**config.mk**
```make
export PLATFORM = sky130hd
export DESIGN_NAME = seu_event_logger_flat
export DESIGN_NICKNAME = d
export VERILOG_FILES = /design/src/rtl/seu_log_pkg.sv /design/src/rtl/seu_event_logger_if.sv /design/src/rtl/seu_log_fifo.sv /design/src/rtl/seu_event_logger.sv /design/src/flat_wrapper.sv
export SDC_FILE = /design/constraint.sdc
export NUM_CORES = 1
export LEC_CHECK = 0
export CORE_MARGIN = 8
export CORE_UTILIZATION = 30
export CTS_CLUSTER_DIAMETER = 40
export DETAILED_ROUTE_END_ITERATION = 10
export GPL_TIMING_DRIVEN = 0
export REMOVE_ABC_BUFFERS = 1
export SLEW_MARGIN = 40
export SYNTH_ARGS = -nofsm -noshare
export SYNTH_HDL_FRONTEND = slang
export SYNTH_SLANG_ARGS = --single-unit
export TNS_END_PERCENT = 1
```
**constraint.sdc**
```tcl
create_clock -name clk -period 4.1 [get_ports clk]
set_clock_uncertainty 0.15 [all_clocks]
set_input_delay 0.41 -clock clk [delete_from_list [all_inputs] [get_ports clk]]
set_output_delay 0.41 -clock clk [all_outputs]
set_load 0.1 [all_outputs]
```
**src/rtl/seu_log_pkg.sv**
```systemverilog
// Shared constants and record layout for the SEU event logger.
package seu_log_pkg;

  localparam int ERRW_DEF = 2;   // bit 0 = pipeline voters, bit 1 = SEU-counter voters
  localparam int TSW_DEF  = 16;  // timestamp width
  localparam int REC_W    = ERRW_DEF + TSW_DEF;

  // One logged event: which voter groups rose, and when.
  typedef struct packed {
    logic [ERRW_DEF-1:0] src;
    logic [TSW_DEF-1:0]  stamp;
  } seu_rec_t;

endpackage

```
**src/rtl/seu_event_logger_if.sv**
```systemverilog
// Readout handshake between the logger (master) and the draining consumer.
// Valid/ready: a record transfers on a rising clk edge where evValid && evReady.
// evSrc/evTime are meaningful only while evValid is high, and stay stable until
// that transfer. evValid never depends combinationally on evReady.
interface seu_event_logger_if
  import seu_log_pkg::*;
#(
  parameter int ERRW = ERRW_DEF,
  parameter int TSW  = TSW_DEF
) ();

  logic            evValid;
  logic            evReady;
  logic [ERRW-1:0] evSrc;
  logic [TSW-1:0]  evTime;

  modport master (output evValid, output evSrc, output evTime, input evReady);
  modport slave  (input evValid, input evSrc, input evTime, output evReady);

endinterface

```
**src/rtl/seu_log_fifo.sv**
```systemverilog
// Synchronous first-word-fall-through FIFO. A push into a full FIFO is still
// accepted when a pop happens in the same cycle.
module seu_log_fifo
  import seu_log_pkg::*;
#(
  parameter int W     = REC_W,
  parameter int DEPTH = 8
) (
  input  logic                     clk,
  input  logic                     rst,
  input  logic                     push_i,
  input  logic [W-1:0]             din_i,
  input  logic                     pop_i,
  output logic [W-1:0]             dout_o,
  output logic                     push_ok_o,
  output logic                     empty_o,
  output logic                     full_o,
  output logic [$clog2(DEPTH):0]   fill_o
);

  localparam int AW = $clog2(DEPTH);

  logic [W-1:0] mem_q [DEPTH];
  logic [AW:0]  wr_q, rd_q, fill_q;
  logic         do_push, do_pop;

  // Extra pointer bit distinguishes full (lap differs) from empty (lap equal).
  always_comb begin
    empty_o = (wr_q == rd_q);
    full_o  = (wr_q[AW] != rd_q[AW]) && (wr_q[AW-1:0] == rd_q[AW-1:0]);
    do_pop  = pop_i && !empty_o;
    do_push = push_i && (!full_o || do_pop);
  end

  // Pointer and occupancy registers.
  always_ff @(posedge clk) begin
    if (rst) begin
      wr_q   <= '0;
      rd_q   <= '0;
      fill_q <= '0;
    end else begin
      if (do_push) wr_q <= wr_q + 1'b1;
      if (do_pop)  rd_q <= rd_q + 1'b1;
      if (do_push && !do_pop)      fill_q <= fill_q + 1'b1;
      else if (do_pop && !do_push) fill_q <= fill_q - 1'b1;
    end
  end

  // Record storage; contents are don't-care until written, so no reset.
  always_ff @(posedge clk) begin
    if (do_push) mem_q[wr_q[AW-1:0]] <= din_i;
  end

  assign dout_o    = mem_q[rd_q[AW-1:0]];
  assign push_ok_o = do_push;
  assign fill_o    = fill_q;

endmodule

```
**src/rtl/seu_event_logger.sv**
```systemverilog
// Timestamps rising edges of the TMR voter error flags and queues them for readout.
module seu_event_logger
  import seu_log_pkg::*;
#(
  parameter int ERRW  = ERRW_DEF,
  parameter int TSW   = TSW_DEF,
  parameter int DEPTH = 8,
  parameter int DROPW = 8
) (
  input  logic                   clk,
  input  logic                   rst,
  input  logic [ERRW-1:0]        errIn,
  seu_event_logger_if.master     ev,
  output logic [$clog2(DEPTH):0] fillLevel,
  output logic [DROPW-1:0]       dropCount,
  input  logic                   dropClr
);

  localparam int RW = ERRW + TSW;
  localparam logic [DROPW-1:0] DROP_MAX = '1;

  logic [TSW-1:0]   ts_q, ts_d;
  logic [ERRW-1:0]  err_prev_q;
  logic [DROPW-1:0] drop_q, drop_d;
  logic [ERRW-1:0]  rise;
  logic             ev_hit, push_ok, fifo_empty, fifo_full;
  logic [RW-1:0]    rec_in, rec_out;

  // Edge detect and next-state for timestamp and drop counter.
  always_comb begin
    rise   = errIn & ~err_prev_q;
    ev_hit = |rise;
    rec_in = {rise, ts_q};
    ts_d   = ts_q + TSW'(1);
    drop_d = drop_q;
    if (dropClr)                                  drop_d = '0;
    else if (ev_hit && !push_ok && drop_q != DROP_MAX) drop_d = drop_q + 1'b1;
  end

  // State registers; reset clears everything so no event can form in a reset cycle.
  always_ff @(posedge clk) begin
    if (rst) begin
      ts_q       <= '0;
      err_prev_q <= '0;
      drop_q     <= '0;
    end else begin
      ts_q       <= ts_d;
      err_prev_q <= errIn;
      drop_q     <= drop_d;
    end
  end

  seu_log_fifo #(.W(RW), .DEPTH(DEPTH)) u_fifo (
    .clk       (clk),
    .rst       (rst),
    .push_i    (ev_hit),
    .din_i     (rec_in),
    .pop_i     (ev.evReady),
    .dout_o    (rec_out),
    .push_ok_o (push_ok),
    .empty_o   (fifo_empty),
    .full_o    (fifo_full),
    .fill_o    (fillLevel)
  );

  assign ev.evValid = !fifo_empty;
  assign ev.evSrc   = rec_out[RW-1:TSW];
  assign ev.evTime  = rec_out[TSW-1:0];
  assign dropCount  = drop_q;

  // Full flag is implied by push_ok; kept visible for debug probing.
  logic unused_full;
  assign unused_full = fifo_full;

endmodule

```
**src/flat_wrapper.sv**
```systemverilog
// flat-port wrapper written by rule: the top's interface ports become plain ports
module seu_event_logger_flat import seu_log_pkg::*;
#(
  parameter int ERRW  = ERRW_DEF,
  parameter int TSW   = TSW_DEF,
  parameter int DEPTH = 8,
  parameter int DROPW = 8
)
  (clk, rst, errIn, fillLevel, dropCount, dropClr, ev_evValid, ev_evSrc, ev_evTime, ev_evReady);
  seu_event_logger_if #(.ERRW(ERRW), .TSW(TSW)) ev_i ();
  input  logic clk;
  input  logic rst;
  input  logic [ERRW-1:0] errIn;
  output logic [$clog2(DEPTH):0] fillLevel;
  output logic [DROPW-1:0] dropCount;
  input  logic dropClr;
  output wire logic [$bits(ev_i.evValid)-1:0] ev_evValid;
  output wire logic [$bits(ev_i.evSrc)-1:0] ev_evSrc;
  output wire logic [$bits(ev_i.evTime)-1:0] ev_evTime;
  input wire logic [$bits(ev_i.evReady)-1:0] ev_evReady;
  assign ev_evValid = ev_i.evValid;
  assign ev_evSrc = ev_i.evSrc;
  assign ev_evTime = ev_i.evTime;
  assign ev_i.evReady = ev_evReady;
  seu_event_logger #(.ERRW(ERRW), .TSW(TSW), .DEPTH(DEPTH), .DROPW(DROPW)) u_core (.clk(clk), .rst(rst), .errIn(errIn), .ev(ev_i), .fillLevel(fillLevel), .dropCount(dropCount), .dropClr(dropClr));
endmodule
```
**Yosys cells after proc, flatten, opt, wreduce, memory -nomap -nowiden**

Memory sizes are Yosys's and may differ from the RTL's. A register that Yosys moved wholly into a read port is not among the register bits.
Cells that the tools add are included.

- Bits in registers: 38
- RAM bits: 144
- Bits of input ports: 6
- Output and inout port bits: 31
- Logic and storage cells: 40
- Memories: 1

- Add/subtract/negate cells: 6
- Equal/unequal tests: 4
- Mux-type cells: 6
- Bitwise logic cells: 2
- Reductions and logical operators: 15

Memories:

| memory | depth | width | rd ports | clocked after memory_dff | wr ports | line | RTL |
|---|---|---|---|---|---|---|---|
| u_core.u_fifo.mem_q | 8 | 18 | 1 | 1 | 1 | seu_log_fifo.sv:23 | `logic [W-1:0] mem_q [DEPTH];` |

Operators by type and width:

| cell | number |
|---|---|
| $add A16 B1 Y16 const B | 1 |
| $add A4 B1 Y4 const B | 3 |
| $add A8 B1 Y8 const B | 1 |
| $mux W4 | 2 |
| $ne A8 B8 Y1 const B | 1 |
| $logic_and A1 B1 Y1 | 7 |
| $mux W3 | 2 |
| $eq A4 B4 Y1 | 1 |
| $logic_not A1 Y1 | 4 |
| $reduce_or A2 Y1 | 2 |
| $sub A4 B1 Y4 const B | 1 |
| $eq A3 B3 Y1 | 1 |
| $and A2 B2 Y2 | 1 |
| $mux W1 | 2 |
| $not A2 Y2 | 1 |
| $reduce_bool A2 Y1 | 1 |
| $logic_or A1 B1 Y1 | 1 |
| $ne A1 B1 Y1 | 1 |

**Longest topological paths before layout**

- Depth in word-level cells: 9
- Mapped depth: 11
- Depth with buffers taken out: 11

**Cells and area by module**

A second synthesis with hierarchy kept.

- Cells, all modules: 443
- Area total of the unflattened synthesis: 7487.2 sq um

Modules (own cells, without submodules):

| module | instances | cells an instance | area an instance (sq um) | sequential area each (sq um) |
|---|---|---|---|---|
| seu_log_fifo | 1 | 307 | 6269.8 | 4624.4 |
| seu_event_logger | 1 | 136 | 1217.4 | 520.5 |

**Least setup slack after synthesis**

Ideal clock, no wire load.

- Kind: input port to flip-flop
- Start: in errIn[1]
- End: reg u_core.u_fifo.wr_q[3]
- Library setup time: 121 ps
- Arrival: 2827 ps
- Data required time: 3829 ps
- Setup slack: 1002 ps
- Cell stages on the path: 5
- Buffers on the path: 0
- Cells stage by stage: or2b_1 > inv_1 > nor2_1 > a211oi_1 > mux2_2

- Cells in the longest elaborated chain, start to end: 3

RTL lines:

| what | line | RTL |
|---|---|---|
| from (decl) | flat_wrapper.sv:13 | `input logic [ERRW-1:0] errIn;` |
| $and A2 B2 Y2 | seu_event_logger.sv:31 | `rise = errIn & ~err_prev_q;` |
| via u_core.rise[1] | seu_event_logger.sv:25 | `logic [ERRW-1:0] rise;` |
| $reduce_or A2 Y1 | seu_event_logger.sv:32 | `ev_hit = \|rise;` |
| $logic_and A1 B1 Y1 | seu_log_fifo.sv:32 | `do_push = push_i && (!full_o \|\| do_pop);` |
| to (signal assigned) | seu_log_fifo.sv:42 | `if (do_push) wr_q <= wr_q + 1'b1;` |
| to (decl) | seu_log_fifo.sv:24 | `logic [AW:0] wr_q, rd_q, fill_q;` |

The timed path passes the listed nets, and every way through them passes these cells.
A chain may end at the register's enable or synchronous reset.

**Final worst setup path**

- Start: reg u_core.u_fifo.wr_q[0]
- End: reg u_core.u_fifo.fill_q[3] (netlist: u_core.u_fifo.fill_o[3])

- Cells in the longest elaborated chain, start to end: 8
- Elaborated cells between the ends (all ways): 14
- Those cells by class: eq/ne: 2; mux: 1; reduce/logical: 11

RTL lines:

| what | line | RTL |
|---|---|---|
| $eq A4 B4 Y1 or $eq A3 B3 Y1 (tied branches) | seu_log_fifo.sv:29, seu_log_fifo.sv:30 |  |
| $logic_not A1 Y1 or $logic_and A1 B1 Y1 (tied branches) | seu_log_fifo.sv:31, seu_log_fifo.sv:30 |  |
| $logic_and A1 B1 Y1 or $logic_not A1 Y1 (tied branches) | seu_log_fifo.sv:31, seu_log_fifo.sv:32 |  |
| $logic_or A1 B1 Y1 (*) | seu_log_fifo.sv:32 |  |
| $logic_and A1 B1 Y1 (*) | seu_log_fifo.sv:32 |  |
| via u_core.push_ok | seu_event_logger.sv:26 | `logic ev_hit, push_ok, fifo_empty, fifo_full;` |
| $logic_not A1 Y1 | seu_log_fifo.sv:45 | `else if (do_pop && !do_push) fill_q <= fill_q - 1'b1;` |
| $logic_and A1 B1 Y1 | seu_log_fifo.sv:45 |  |
| $reduce_bool A2 Y1 (no line) | n/a |  |
| to (signal assigned) | seu_log_fifo.sv:44 | `if (do_push && !do_pop) fill_q <= fill_q + 1'b1;` |
| to (signal assigned) | seu_log_fifo.sv:45 |  |
| to (decl) | seu_log_fifo.sv:24 |  |

Mark *: on every way through the listed nets, which the timed path passes. The rest lies on a longest branch.

==> results.toml <==
[status]
status = "complete, no violations"

[critical_path]
arrival_ns = 3.54
cp_num_buf_inv = 1
path_delay_family = "compound AO/OA/AOI/OAI gates"
slowest_delay_ns = 0.51
cp-start-kind = "flop"
crit_fanout = 12
crit_type = "flop to flop"
setup.worst_path.end_class = "flop"
cp_slowest_cell = "dfxtp_1"
cpMostUsedCell = "ha_1"
required_ns = 4.26
path_cells = "xor2_1, nor3_4, a21oi_2, ha_1, inv_1, ha_1, a21o_1, a21oi_1, mux2i_1, mux2_2"

[clock_network]
cts_made_buffers = 17
h-tree-depth = 4
clk_latency_ns = 0.43
path_clk_slew_ns = 0.06
cts_buffer_depth = 2
post_cts_buffers = 0
clock_sinks = 185
cts.repair.resized = 0
cts_hold_buf = 0
cts_tree = "yes"
root_buffer = "clkbuf_16"

[global_routing]
grt_busiest_layer = "met2"
grt_use_met1_pct = 12.3
grt_max_degree = 38
grt_pass1_vias = 4246
grt_use_total_pct = 9.99
grt_util_met3_pct = 2.61
grt_use_met2_pct = 16.9
antenna_found_initial = 0
grt_overflow = 0
grt_first_pass_wirelength_mm = 23.4

[sta]
max_clock_freq_ghz = 0.296
holdWs_ns = 0.357
setup_viol = 0
hold_viol_final = 0
rsz0062_at_grt = "false"
worst_pin_slew_ns = 0.813
fin_crit_sh_pct = 82.4
maxSlewHeadroom_pct = 44.4
min_period_ns = 3.38
final_max_slew_viol_count = 0

[route]
drc = 0
wl_per_cell_um = 17.6
ant_nets = 0
num_vias = 3926
via_per_inst = 4.77
routed_wl_mm = 14.5
drtIter0Drc = 243
first_pass_iters = 4

[floorplanning]
io_pins = 37
die-width_um = 174
die_h_um = 174
die_area_sq_um = 30200
core-area_sq_um = 24400
rows = 57
initial_core_util_pct = 30.7

[yosys]
seq_area_frac_synth_pct = 68.8
async_reset_ff_share_pct = 0
syn-instance-count = 447
synth_area_sq_um = 7480
synth_seq_cells = 185
yosys-top-cells-area = "edfxtp_1 (58%), dfxtp_1 (11%), mux4_2 (11%), mux2_2 (3.3%), nor2_1 (1.4%)"
yosysWarnings = 0
synth_cell_types = 51
synth.avg_cell_area_sq_um = 16.7
synth.top_cell.area_share_pct = 57.8
synth_edf_count = 144
yosys.area.top_type = "edfxtp_1"
synth-main-ff-cell = "edfxtp_1"

[layout]
nets = 500
drive_gt1_share_pct = 29.1
antenna_cells = 0
fillCellCount = 2290
syn2layout_area_growth_pct = 16.8

[power_and_ir_drop]
vdd_ir_drop_max_mv = 0.430
power_leakage_nw = 2.93
p_per_area_nw_per_um2 = 607
power.total_w = 0.00530

[placement]
finalWeightedCongestion = 0.728
port_buffers = 36
post-dp-hpwl_mm = 8.84

[worst_hold_path]
holdCritPathClass = "flop to flop"

[flow_run]
drv_cap = 0
-- layout make-up --
| type | instances | area, sq um | share of cell area (%) |
|---|---|---|---|
| inverters | 12 | 45.0 | 0.516 |
| multi-input cells | 230 | 2230 | 25.5 |
| flip-flops and latches | 185 | 5150 | 59.0 |
| repair buffers | 40 | 267 | 3.05 |
| clock buffers | 17 | 425 | 4.87 |
| clock inverters | 15 | 214 | 2.45 |
| well taps | 324 | 405 | 4.64 |
-- cells in the final DEF (no fill, tap or decap), types with 3 or more instances in the layout --
| master | n |
|---|---|
| a21oi_1 | 14 |
| ha_1 | 7 |
| o21ai_0 | 11 |
| mux4_2 | 36 |
| nand2_1 | 12 |
| clkdlybuf4s50_1 | 4 |
| mux2_2 | 22 |
| and4b_2 | 4 |
| nor2_1 | 28 |
| bufinv_16 | 4 |
| nand3_1 | 13 |
| xor2_1 | 8 |
| xnor2_1 | 6 |
| dfxtp_1 | 38 |
| nor2b_1 | 7 |
| a31oi_1 | 4 |
| a41o_1 | 3 |
| clkinvlp_4 | 4 |
| inv_6 | 4 |
| buf_2 | 32 |
| clkbuf_16 | 17 |
| mux2i_1 | 5 |
| edfxtp_1 | 144 |
| and4_1 | 3 |
| inv_1 | 12 |
| or3_1 | 9 |
| nand4_1 | 7 |
-- per-stage QoR --
stage	setup slack (ns)	TNS, ns	instance area [sq um]	cells	util (%)
2_1_floorplan	0.787	0	7380	427	-
3_3_place_gp	-1.23	-32.90	8150	787	33.4
3_5_place_dp	0.343	0	8090	791	33.1
4_1_cts	0.505	0	8720	823	35.8
5_1_grt	0.494	0	8740	823	35.8
6_report	0.722	0	8740	823	35.8
-- power breakdown --
group | leakage, nW | internal [W] | switching (W)
combinational | 0.948 | 0.000400 | 0.000958
clock | 0.299 | 0.00103 | 0.000714
sequential | 1.69 | 0.00210 | 0.0000939
total | 2.93 | 0.00354 | 0.00177
-- kinds of logic after synthesis --
logic type                 share of synthesized area [%]
muxes                                               14.8
buffers and inverters                               1.86
and+or+nand+nor                                     6.91
xor gates and xnor gates                            1.86
adders and majority gates                           1.44
DFF                                                 68.8
AOI/OAI and AO/OA                                   4.32
-- path summary, 6_finish.rpt --
path                                            start                       to  slack [ns]  depth (start not counted)
worst min register to register    u_core.dropCount[6]      u_core.dropCount[6]        0.36                          2
worst min-delay path              u_core.dropCount[6]      u_core.dropCount[6]        0.36                          2
worst max register to register  u_core.u_fifo.wr_q[0]  u_core.u_fifo.fill_o[3]        0.72                         10
worst max-delay path            u_core.u_fifo.wr_q[0]  u_core.u_fifo.fill_o[3]        0.72                         10
-- worst register-to-register path, delay by kind of cell, from the launching register on --
family | cells | cell delay [ns]
AOI/OAI and AO/OA | 3 | 0.78
DFF | 1 | 0.51
buffers and inverters | 1 | 0.10
and+or+nand+nor | 1 | 0.17
adders and majority gates | 2 | 0.54
xor gates and xnor gates | 1 | 0.45
muxes | 2 | 0.58
-- metal layers --
layer / vias up / routed length [um]
li1: 1840 / -
met1: 1992 / 6380
met2: 85 / 7380
met3: 9 / 626
met4: 0 / 108
met5: - / 0
-- state kept, by name (all words and copies together) (netlist names), named ones only --
name                  cells
u_core.dropCount          8
u_core.err_prev_q         2
u_core.ts_q              16
u_core.u_fifo.fill_o      4
u_core.u_fifo.mem_q     144
u_core.u_fifo.rd_q        4
u_core.u_fifo.wr_q        4
-- cells in the mapped netlist, types with 3 or more instances --
library cell    n
a211oi_1        3
mux4_2         36
a31oi_1         4
mux2i_1         5
nor2b_1         7
inv_1          12
nand3_1        13
o21ai_0        11
and4_1          3
buf_2           5
ha_1            7
edfxtp_1      144
nand4_1         7
or3_1           9
and4b_2         4
mux2_2         22
a41o_1          3
clkbuf_1       10
xor2_1          8
xnor2_1         6
dfxtp_1        41
nor2_1         28
nand2_1        12
a21oi_1        14
and3_1          3
(Power assumes the default switching activity.)
